==> config.mk <==
export PLATFORM = sky130hd
export DESIGN_NAME = localbus_ctrl
export DESIGN_NICKNAME = d
export VERILOG_FILES = /design/src/rtl/localbus_ctrl.sv
export SDC_FILE = /design/constraint.sdc
export NUM_CORES = 1
export LEC_CHECK = 0
export ABC_AREA = 0
export CORE_AREA = 2 2 132 134
export CTS_CLUSTER_SIZE = 8
export DETAILED_ROUTE_END_ITERATION = 10
export DIE_AREA = 0 0 134 136
export PLACE_DENSITY = 0.85
export SYNTH_ARGS = -nofsm -noshare
export SYNTH_HDL_FRONTEND = slang
export SYNTH_SLANG_ARGS = --single-unit
==> constraint.sdc <==
create_clock -name clk -period 2.3 [get_ports clk]
set_input_delay 0.345 -clock clk [delete_from_list [all_inputs] [get_ports clk]]
set_output_delay 0.345 -clock clk [all_outputs]
set_load 0.05 [all_outputs]
==> src/rtl/localbus_ctrl.sv <==
// Local-bus controller: decodes one master access onto NSLV slave windows,
// with per-slave ready handshake, timeout watchdog and sticky fault capture.
module localbus_ctrl #(
  parameter int                     XLEN      = 32,
  parameter int                     NSLV      = 4,
  parameter logic [XLEN-1:0]        BASE_MASK = 32'hFFFF_0000,
  parameter logic [NSLV*XLEN-1:0]   BASE_TBL  = '0,
  parameter int                     TIMEOUT   = 16
) (
  input  logic                 clk,
  input  logic                 rst_n,
  input  logic                 req,
  input  logic [XLEN-1:0]      addr,
  input  logic [XLEN-1:0]      qin,
  input  logic [2:0]           we,
  output logic [XLEN-1:0]      qout,
  output logic                 ready,
  output logic                 err,
  output logic                 busy,
  output logic [NSLV-1:0]      s_sel,
  output logic [XLEN-1:0]      s_addr,
  output logic [XLEN-1:0]      s_qin,
  output logic [2:0]           s_we,
  input  logic [NSLV*XLEN-1:0] s_qout,
  input  logic [NSLV-1:0]      s_ready,
  output logic                 fault_vld,
  output logic [XLEN-1:0]      fault_addr,
  input  logic                 fault_clr
);

  localparam int IDXW = (NSLV > 1) ? $clog2(NSLV) : 1;

  typedef enum logic [1:0] {
    ST_IDLE   = 2'd0,
    ST_ACCESS = 2'd1,
    ST_ERR    = 2'd2
  } state_t;

  state_t              r_state, w_state_nxt;
  logic [XLEN-1:0]     r_qout, w_qout_nxt;
  logic                r_ready, w_ready_nxt;
  logic                r_err, w_err_nxt;
  logic                r_busy, w_busy_nxt;
  logic [NSLV-1:0]     r_sel, w_sel_nxt;
  logic [XLEN-1:0]     r_addr, w_addr_nxt;
  logic [XLEN-1:0]     r_qin, w_qin_nxt;
  logic [2:0]          r_we, w_we_nxt;
  logic [IDXW-1:0]     r_idx, w_idx_nxt;
  logic [7:0]          r_cnt, w_cnt_nxt;
  logic                r_fault_vld, w_fault_vld_nxt;
  logic [XLEN-1:0]     r_fault_addr, w_fault_addr_nxt;

  logic [NSLV-1:0]     w_match;
  logic                w_hit;
  logic [IDXW-1:0]     w_hit_idx;
  logic                w_sel_ready;
  logic [XLEN-1:0]     w_sel_data;

  for (genvar g = 0; g < NSLV; g++) begin : g_match
    assign w_match[g] = ((addr & BASE_MASK) == BASE_TBL[g*XLEN +: XLEN]);
  end

  // Priority decode: scanning downwards lets the lowest matching window win.
  always_comb begin
    w_hit     = 1'b0;
    w_hit_idx = '0;
    for (int i = NSLV - 1; i >= 0; i--) begin
      w_hit     = w_match[i] ? 1'b1 : w_hit;
      w_hit_idx = w_match[i] ? IDXW'(i) : w_hit_idx;
    end
  end

  assign w_sel_ready = s_ready[r_idx];
  assign w_sel_data  = s_qout[r_idx*XLEN +: XLEN];

  // Next-state and next-output logic of the access FSM.
  always_comb begin
    w_state_nxt      = r_state;
    w_qout_nxt       = r_qout;
    w_ready_nxt      = 1'b0;
    w_err_nxt        = 1'b0;
    w_sel_nxt        = r_sel;
    w_addr_nxt       = r_addr;
    w_qin_nxt        = r_qin;
    w_we_nxt         = r_we;
    w_idx_nxt        = r_idx;
    w_cnt_nxt        = r_cnt;
    w_fault_vld_nxt  = fault_clr ? 1'b0 : r_fault_vld;
    w_fault_addr_nxt = r_fault_addr;
    case (r_state)
      ST_IDLE: begin
        if (req && w_hit) begin
          w_state_nxt = ST_ACCESS;
          w_addr_nxt  = addr;
          w_qin_nxt   = qin;
          w_we_nxt    = we;
          w_idx_nxt   = w_hit_idx;
          w_sel_nxt   = NSLV'(1'b1) << w_hit_idx;
          w_cnt_nxt   = 8'd0;
        end else if (req) begin
          // Unmapped: the error response is raised on this edge so ready lands at T1.
          w_state_nxt      = ST_ERR;
          w_ready_nxt      = 1'b1;
          w_err_nxt        = 1'b1;
          w_qout_nxt       = '0;
          w_fault_vld_nxt  = 1'b1;
          w_fault_addr_nxt = addr;
        end else begin
          w_state_nxt = ST_IDLE;
        end
      end
      ST_ACCESS: begin
        if (w_sel_ready) begin
          w_state_nxt = ST_IDLE;
          w_ready_nxt = 1'b1;
          w_qout_nxt  = (r_we != 3'b000) ? '0 : w_sel_data;
          w_sel_nxt   = '0;
          w_we_nxt    = 3'b000;
        end else if (r_cnt == 8'(TIMEOUT - 1)) begin
          w_state_nxt      = ST_ERR;
          w_ready_nxt      = 1'b1;
          w_err_nxt        = 1'b1;
          w_qout_nxt       = '0;
          w_sel_nxt        = '0;
          w_we_nxt         = 3'b000;
          w_fault_vld_nxt  = 1'b1;
          w_fault_addr_nxt = r_addr;
        end else begin
          w_cnt_nxt = r_cnt + 8'd1;
        end
      end
      ST_ERR: begin
        w_state_nxt = ST_IDLE;
      end
      default: begin
        w_state_nxt = ST_IDLE;
        w_sel_nxt   = '0;
        w_we_nxt    = 3'b000;
      end
    endcase
    w_busy_nxt = (w_state_nxt != ST_IDLE);
  end

  // FSM state register.
  always_ff @(posedge clk or negedge rst_n) begin
    if (!rst_n) begin
      r_state <= ST_IDLE;
    end else begin
      r_state <= w_state_nxt;
    end
  end

  // Registered outputs, latched access fields and fault capture.
  always_ff @(posedge clk or negedge rst_n) begin
    if (!rst_n) begin
      r_qout       <= '0;
      r_ready      <= 1'b0;
      r_err        <= 1'b0;
      r_busy       <= 1'b0;
      r_sel        <= '0;
      r_addr       <= '0;
      r_qin        <= '0;
      r_we         <= 3'b000;
      r_idx        <= '0;
      r_cnt        <= 8'd0;
      r_fault_vld  <= 1'b0;
      r_fault_addr <= '0;
    end else begin
      r_qout       <= w_qout_nxt;
      r_ready      <= w_ready_nxt;
      r_err        <= w_err_nxt;
      r_busy       <= w_busy_nxt;
      r_sel        <= w_sel_nxt;
      r_addr       <= w_addr_nxt;
      r_qin        <= w_qin_nxt;
      r_we         <= w_we_nxt;
      r_idx        <= w_idx_nxt;
      r_cnt        <= w_cnt_nxt;
      r_fault_vld  <= w_fault_vld_nxt;
      r_fault_addr <= w_fault_addr_nxt;
    end
  end

  assign qout       = r_qout;
  assign ready      = r_ready;
  assign err        = r_err;
  assign busy       = r_busy;
  assign s_sel      = r_sel;
  assign s_addr     = r_addr;
  assign s_qin      = r_qin;
  assign s_we       = r_we;
  assign fault_vld  = r_fault_vld;
  assign fault_addr = r_fault_addr;

endmodule
## Word-level counts from Yosys, hierarchy flattened

Index checks and enable logic that the tools add are counted.

- Add/subtract/negate cells: 1
- Equality and inequality tests: 10
- Mux-type cells: 42
- Bitwise operators: 1
- Reductions and logical operators: 11

Operators with widths:

| cell | count |
|---|---|
| $mux 32 | 9 |
| $pmux 32 s2 | 2 |
| $logic_not 32->1 | 1 |
| $mux 8 | 3 |
| $pmux 8 s2 | 1 |
| $mux 4 | 3 |
| $ne 2x2->1 const B | 6 |
| $pmux 4 s3 | 1 |
| $mux 1 | 11 |
| $mux 3 | 3 |
| $pmux 3 s3 | 1 |
| $add 8x1->8 const B | 1 |
| $eq 8x4->1 const B | 1 |
| $mux 2 | 4 |
| $reduce_and 4->1 | 2 |
| $pmux 1 s2 | 3 |
| $reduce_and 5->1 | 1 |
| $pmux 2 s2 | 1 |
| $reduce_bool 2->1 | 2 |
| $ne 3x3->1 const B | 1 |
| $reduce_and 3->1 | 1 |
| $reduce_bool 3->1 | 1 |
| $eq 2x1->1 const B | 1 |
| $eq 2x2->1 const B | 1 |
| other kinds (4) | 4 |

- Flip-flop bits (word level): 149
- Input bits: 203
- Output and inout port bits: 139
- Word-level logic and storage cells: 77

## Logic depth before layout (Yosys ltp)

Gate-level depths: netlist of run 1.

- Word-level depth: 6
- Depth in mapped cells: 8
- Gate-level depth less buffers: 5

## Worst setup path before layout of run 1

OpenSTA, ideal clock, no wires.

- Path type: input -> register
- Start: in addr[16]
- End: reg r_qin[23], in the netlist s_qin[23]
- Setup time: 0.125 ns
- Data arrival time: 2.271 ns
- Data required time: 2.175 ns
- Slack: -0.096 ns
- Cell stages on the path: 6
- Path buffers: 2
- Path through: or4_1 > or4_1 > buf_2 > nor2_4 > buf_2 > mux2_2

- Word-level cells in the longest chain between the ends: 4

RTL lines:

| item | line | RTL |
|---|---|---|
| start, declared | 13 | `input logic [XLEN-1:0] addr,` |
| $logic_not 32->1 | 60 | `assign w_match[g] = ((addr & BASE_MASK) == BASE_TBL[g*XLEN +: XLEN]);` |
| $mux 1 | 68 | `w_hit = w_match[i] ? 1'b1 : w_hit;` |
| $logic_and 1x1->1 | 92 | `if (req && w_hit) begin` |
| $reduce_and 2->1 (no source line) | n/a |  |
| end signal, assigned | 175 | `r_qin <= w_qin_nxt;` |
| end, declared | 46 | `logic [XLEN-1:0] r_qin, w_qin_nxt;` |

Every way passes these cells.
A chain may end at the register's enable or synchronous reset.

## Final worst setup path of run 1

- Start: in addr[21]
- End: reg r_qin[7], in the netlist s_qin[7]

Same word-level chain as after synthesis.

==> flow_metrics.env, run 1 <==
export IMPL_wl_per_cell_um=17.8
export IMPL_final_max_slew_viol_count=0
export IMPL_grt_util_all_layers=0.191
export IMPL_p_per_area_nw_per_um2=672
export IMPL_status="finished, final reports clean"
export IMPL_finalHoldViolCount=0
export IMPL_syn_area_um2=5940
export IMPL_ir_drop_v=0.000493
export IMPL_grt_remaining_overflow=0
export IMPL_numCtsBuffers=17
export IMPL_clk_latency_ns=0.41
export IMPL_antenna_left=0
export IMPL_required_ns=2.59
export IMPL_dpl_cell_area_um2=8770
export IMPL_port_buffers=239
export IMPL_fmax_mhz=442
export IMPL_yosysTopAreaCellShare=0.615
export IMPL_dieArea_um2=18200
export IMPL_cp_arrival_ns=2.56
export IMPL_finalClockSkew_ns=0.00927
export IMPL_drive_gt1_frac=0.187
export IMPL_synth_largest_area_cell="dfrtp_1"
export IMPL_cp_end_kind="flop"
export IMPL_fin_nets=924
export IMPL_fin_cells=957
export IMPL_path_clk_slew_ns=0.06
export IMPL_finalCriticalPeriod_ns=2.26
export IMPL_ys_seq_area_frac=0.615
export IMPL_fin_ws_ns=0.0382
export IMPL_via_per_inst=4.83
export IMPL_gp_congestion=0.762
export IMPL_final_area_um2=9590
export IMPL_synth_edf_count=0
export IMPL_synth_area_leaders="dfrtp_1 61%, mux2_2 6.1%, mux2i_1 5.6%"
export IMPL_cts_tree="yes"
export IMPL_worst_pin_slew_ns=0.614
export IMPL_cts_root_buf="clkbuf_16"
export IMPL_syn_inst=451
export IMPL_clk_path_buf_depth=2
export IMPL_min_period_over_period=0.983
export IMPL_post_synth_cell_area_avg_um2=13.2
export IMPL_cts_htree_levels=4
export IMPL_worst_hold_path_type="primary input to flop"
export IMPL_die_width_um=134
export IMPL_yosys_warnings=0
export IMPL_grt_max_degree=57
export IMPL_leakage_uw=0.00427
export IMPL_setup_viol_count_final=0
export IMPL_async_reset_ff_frac=1.00
export IMPL_vias=4618
export IMPL_synth_seq_cells=146
export IMPL_dp_hpwl_um=12100
export IMPL_ys_dominant_reg_cell="dfrtp_1"
export IMPL_grt_pass1_wl_um=26400
export IMPL_syn2layout_area_growth_pct=61.5
export IMPL_crit_path_start_kind="primary input"
export IMPL_io_pins=342
export IMPL_drt_iter0_drc=153
export IMPL_path_max_fanout=8
export IMPL_rsz0062_at_grt="no"
export IMPL_grt_pass1_vias=4912
export IMPL_pre_cts_ws_ns=-0.642
export IMPL_coreArea_um2=16900
export IMPL_start_util=0.352
export IMPL_fp_dieH_um=136
export IMPL_reg2reg_depth=6
export IMPL_dr_pass1_iters=4
export IMPL_hold_depth=3
export IMPL_slew_headroom=0.589
export IMPL_cap_viol_max_count=0
export IMPL_grt_antenna_before_repair=0
export IMPL_ys_types=41
export IMPL_antenna_cells=0
export IMPL_clock_sinks=146
export IMPL_routed_wl_um=17000
export IMPL_finalSetupTns_ns=0
export IMPL_criticalPathCategory="primary input to flop"
export IMPL_drc=0
export IMPL_rows=48
export IMPL_power_uw=6450
export IMPL_dp_cells=915
cell usage in the layout, fill, tap and decap left out, drive strengths merged, types with 2 or more instances in the layout:
master	n
clkdlybuf4s50	222
dfrtp	146
mux2	48
o21ai	44
buf	42
nand3	36
mux2i	33
a22o	32
clkbuf	18
and2	17
inv	9
dlygate4sd2	9
nand2	8
clkdlybuf4s15	6
or4	6
clkinv	6
or3	4
o211ai	4
bufinv	4
a21oi	3
a31o	3
conb	3
clkinvlp	3
nor2	3
nand2b	2
o22ai	2
nand4	2
or2	2
area by class of cell:
class,count,area [um2]
inverters,9,33.8
clock buffers,18,429
multi-input cells,265,2170
flip-flops and latches,146,3650
fillers,1396,7280
clock inverters,13,188
well taps,225,282
repair buffers,281,2840
sequential cells by signal, indices dropped and copies added, names as in the netlist:
register    count
s_qin          32
fault_addr     32
s_we            3
s_sel           1
err             1
r_cnt           8
s_addr         32
r_state         2
ready           1
qout           32
busy            1
fault_vld       1
critical path: stages:
cell	delay, ns
dlygate4sd2_1	0.24
or4_4	0.53
or4_4	0.60
nor2_4	0.16
buf_6	0.13
buf_16	0.11
buf_12	0.14
mux2_4	0.30
metal layers:
metal / wire length, um / vias up / GRT usage
met3: 1350 / 11 / 0.0720
met1: 7040 / 2271 / 0.221
met4: 211 / 0 / 0.0626
met5: 0 / - / 0
li1: - / 2163 / -
met2: 8390 / 173 / 0.327
per-stage QoR:
stage	hold WS, ns	util
6_report	0.274	0.568
5_1_grt	0.295	0.568
4_1_cts	0.262	0.569
3_5_place_dp	0.353	0.520
3_3_place_gp	0.339	0.520
2_1_floorplan	0.0494	-
kinds of logic (layout without fill, tap and decap cells):
kind of cell    Yosys count  count (layout)  synth area share
simple gates             86              86            0.0824
other cells               1               3          0.000631
compound gates           93              93             0.107
buf+inv                  42             321            0.0348
flops                   146             146             0.615
mux                      81              81             0.157
xor+xnor                  1               1           0.00147
fa+ha+maj                 1               1           0.00211
what timing repair did:
item / 4_1_cts / 5_1_grt
hold endpoints to repair: 52 / 0
hold buffers: 1 / 0
pin swaps: 6 / 2
endpoints found under the setup margin: 82 / 26
setup buffers: 8 / 1
gates cloned: 2 / 0
resized for setup: 46 / 0
worst paths after layout:
check | slack, ns | to | from
max in group asynchronous | 1.09 | r_state[0] | rst_n
hold reg to reg | 0.50 | fault_addr[25] | fault_addr[25]
setup / recovery | 0.04 | s_qin[7] | addr[21]
hold / removal | 0.27 | fault_addr[18] | addr[18]
min in group asynchronous | 0.45 | s_addr[18] | rst_n
setup reg to reg | 0.19 | fault_addr[28] | r_cnt[0]
Yosys cell counts, types with 8 or more instances:
| master | n |
|---|---|
| nand2_1 | 8 |
| mux2_4 | 16 |
| mux2i_1 | 33 |
| o21ai_0 | 44 |
| clkbuf_1 | 19 |
| and2_1 | 16 |
| mux2_2 | 32 |
| nand3_1 | 36 |
| dfrtp_1 | 146 |
| a22o_1 | 32 |
| inv_1 | 9 |
where the power goes:
| group | leakage [uW] | total (uW) | switching (uW) | internal, uW |
|---|---|---|---|---|
| combinational | 0.00201 | 882 | 525 | 357 |
| clock | 0.000292 | 2870 | 1060 | 1810 |
| sequential | 0.00197 | 2700 | 45.2 | 2650 |
(Power assumes the default switching activity.)
==> inputs of run 2 (changes only) <==
--- a/config.mk
+++ b/config.mk
@@ -14,3 +14,4 @@
 export SYNTH_ARGS = -nofsm -noshare
 export SYNTH_HDL_FRONTEND = slang
 export SYNTH_SLANG_ARGS = --single-unit
+export TNS_END_PERCENT = 50
==> results of run 2 <==
Final layout, timing and power as in run 1 (identical DEF).
==> inputs of run 3 (changes only) <==
--- a/config.mk
+++ b/config.mk
@@ -6,11 +6,14 @@
 export NUM_CORES = 1
 export LEC_CHECK = 0
 export ABC_AREA = 0
-export CORE_AREA = 2 2 132 134
+export CORE_AREA = 2 2 134 136
+export CTS_CLUSTER_DIAMETER = 80
 export CTS_CLUSTER_SIZE = 8
 export DETAILED_ROUTE_END_ITERATION = 10
-export DIE_AREA = 0 0 134 136
-export PLACE_DENSITY = 0.85
+export DIE_AREA = 0 0 136 138
+export DONT_BUFFER_PORTS = 1
+export PLACE_DENSITY = 0.57
+export SLEW_MARGIN = 20
 export SYNTH_ARGS = -nofsm -noshare
 export SYNTH_HDL_FRONTEND = slang
 export SYNTH_SLANG_ARGS = --single-unit
==> flow_metrics.env, run 3 (synthesis gave the netlist of run 1 again) <==
export IMPL_status="complete, but fails checks"
export IMPL_failed_checks="negative hold slack"
export IMPL_final_common_cell="dfrtp_1"
export IMPL_dieArea_um2=18800
export IMPL_crit_path_start_kind="flop"
export IMPL_rows=49
export IMPL_whs_ns=-0.373
export IMPL_port_buffers=0
export IMPL_rsz0062_at_grt="no"
export IMPL_cap_viol_max_count=0
export IMPL_final_max_slew_viol_count=0
export IMPL_grt_remaining_overflow=0
export IMPL_power_uw=5960
export IMPL_postCtsSetupRepairBufs=0
export IMPL_criticalPathCategory="flop to flop"
export IMPL_cts_root_buf="clkbuf_16"
export IMPL_cp_arrival_ns=2.36
export IMPL_clk_latency_ns=0.41
export IMPL_vias=3669
export IMPL_slew_headroom=0.623
export IMPL_required_ns=2.62
export IMPL_cts_tree="yes"
export IMPL_io_pins=342
export IMPL_final_area_um2=6890
export IMPL_drive_gt1_frac=0.236
export IMPL_routed_wl_um=14000
export IMPL_leakage_uw=0.00322
export IMPL_dpl_cell_area_um2=6290
export IMPL_r2r_slack_ns=0.26
export IMPL_dr_pass1_iters=4
export IMPL_cts_resized=0
export IMPL_worst_hold_path_type="primary input to asynchronous set/reset pin"
export IMPL_finalCriticalPeriod_ns=2.04
export IMPL_ir_drop_v=0.000470
export IMPL_antenna_left=0
export IMPL_grt_pass1_vias=3944
export IMPL_cpMaxStageDelayCell="or4_1"
export IMPL_reg2reg_depth=5
export IMPL_clock_sinks=146
export IMPL_wl_per_cell_um=20.0
export IMPL_min_period_over_period=0.886
export IMPL_clk_path_buf_depth=2
export IMPL_path_max_fanout=12
export IMPL_dp_hpwl_um=9500
export IMPL_gp_congestion=0.775
export IMPL_grt_util_all_layers=0.149
export IMPL_p_per_area_nw_per_um2=865
export IMPL_fp_dieH_um=138
export IMPL_syn2layout_area_growth_pct=15.9
export IMPL_numCtsBuffers=17
export IMPL_die_width_um=136
export IMPL_drt_iter0_drc=106
export IMPL_grt_max_degree=147
export IMPL_start_util=0.339
export IMPL_fmax_mhz=491
export IMPL_drc=0
export IMPL_grt_antenna_before_repair=0
export IMPL_worst_pin_slew_ns=0.565
export IMPL_coreArea_um2=17500
export IMPL_fin_nets=662
export IMPL_antenna_cells=0
export IMPL_mostFrequentLayoutCells="146 x dfrtp_1, 44 x o21ai_0, 36 x nand3_1"
export IMPL_path_cells="or3_1 -> or4_1 -> and2_1 -> buf_4 -> o21ai_0"
export IMPL_cp_end_kind="flop"
export IMPL_pre_cts_ws_ns=-0.164
export IMPL_cts_htree_levels=4
export IMPL_finalClockSkew_ns=0.00840
export IMPL_fin_ws_ns=0.262
export IMPL_grt_pass1_wl_um=21700
export IMPL_path_clk_slew_ns=0.06
export IMPL_setup_viol_count_final=0
export IMPL_finalHoldViolCount=146
export IMPL_via_per_inst=5.25
export IMPL_slowest_delay_ns=0.47
==> run 3: final cells by class <==
class,instances,area [um2]
sequential,146,3650
clock inverter,12,155
inverter,9,33.8
timing repair buffer,19,193
clock buffer,19,443
multi-input combinational,265,2120
tap,229,287
fill,1670,10600
==> run 3: critical path: cells and delay by family, from the launching register on <==
family	cells	cell delay, ns
and+or+nand+nor	3	1.14
DFF	1	0.43
buffers and inverters	1	0.19
AOI/OAI and AO/OA	1	0.18
==> run 3: where the power goes <==
group	total (uW)	internal, uW	leakage (uW)	switching [uW]
Sequential	3000	2640	0.00197	355
Combinational	165	66.3	0.000964	98.6
Clock	2800	1730	0.000290	1060
Total	5960	4450	0.00322	1520
==> run 3: stage by stage <==
stage,cells,util,TNS [ns],hold slack (ns)
global placement,668,0.359,-3.47,0.0536
CTS,699,0.393,0,-0.399
finish,699,0.393,0,-0.373
detailed placement,668,0.359,-3.74,0.0523
global route,699,0.393,0,-0.409
floorplan,453,-,-1.81,0.0494
==> run 3: worst paths after layout <==
kind                           start              to
max                         r_cnt[5]  fault_addr[28]
min                            rst_n      s_addr[11]
max reg2reg                 r_cnt[5]  fault_addr[28]
min reg2reg                 r_cnt[0]        r_cnt[0]
max in group asynchronous      rst_n       s_qin[31]
min in group clk           fault_clr       fault_vld
==> run 3: routing by layer <==
| metal | GRT usage | vias to the layer above | share of wire |
|---|---|---|---|
| met4 | 0.0565 | 0 | 0.015 |
| li1 | - | 1641 | - |
| met5 | 0 | - | 0 |
| met1 | 0.172 | 1821 | 0.40 |
| met2 | 0.240 | 194 | 0.47 |
| met3 | 0.0700 | 13 | 0.11 |
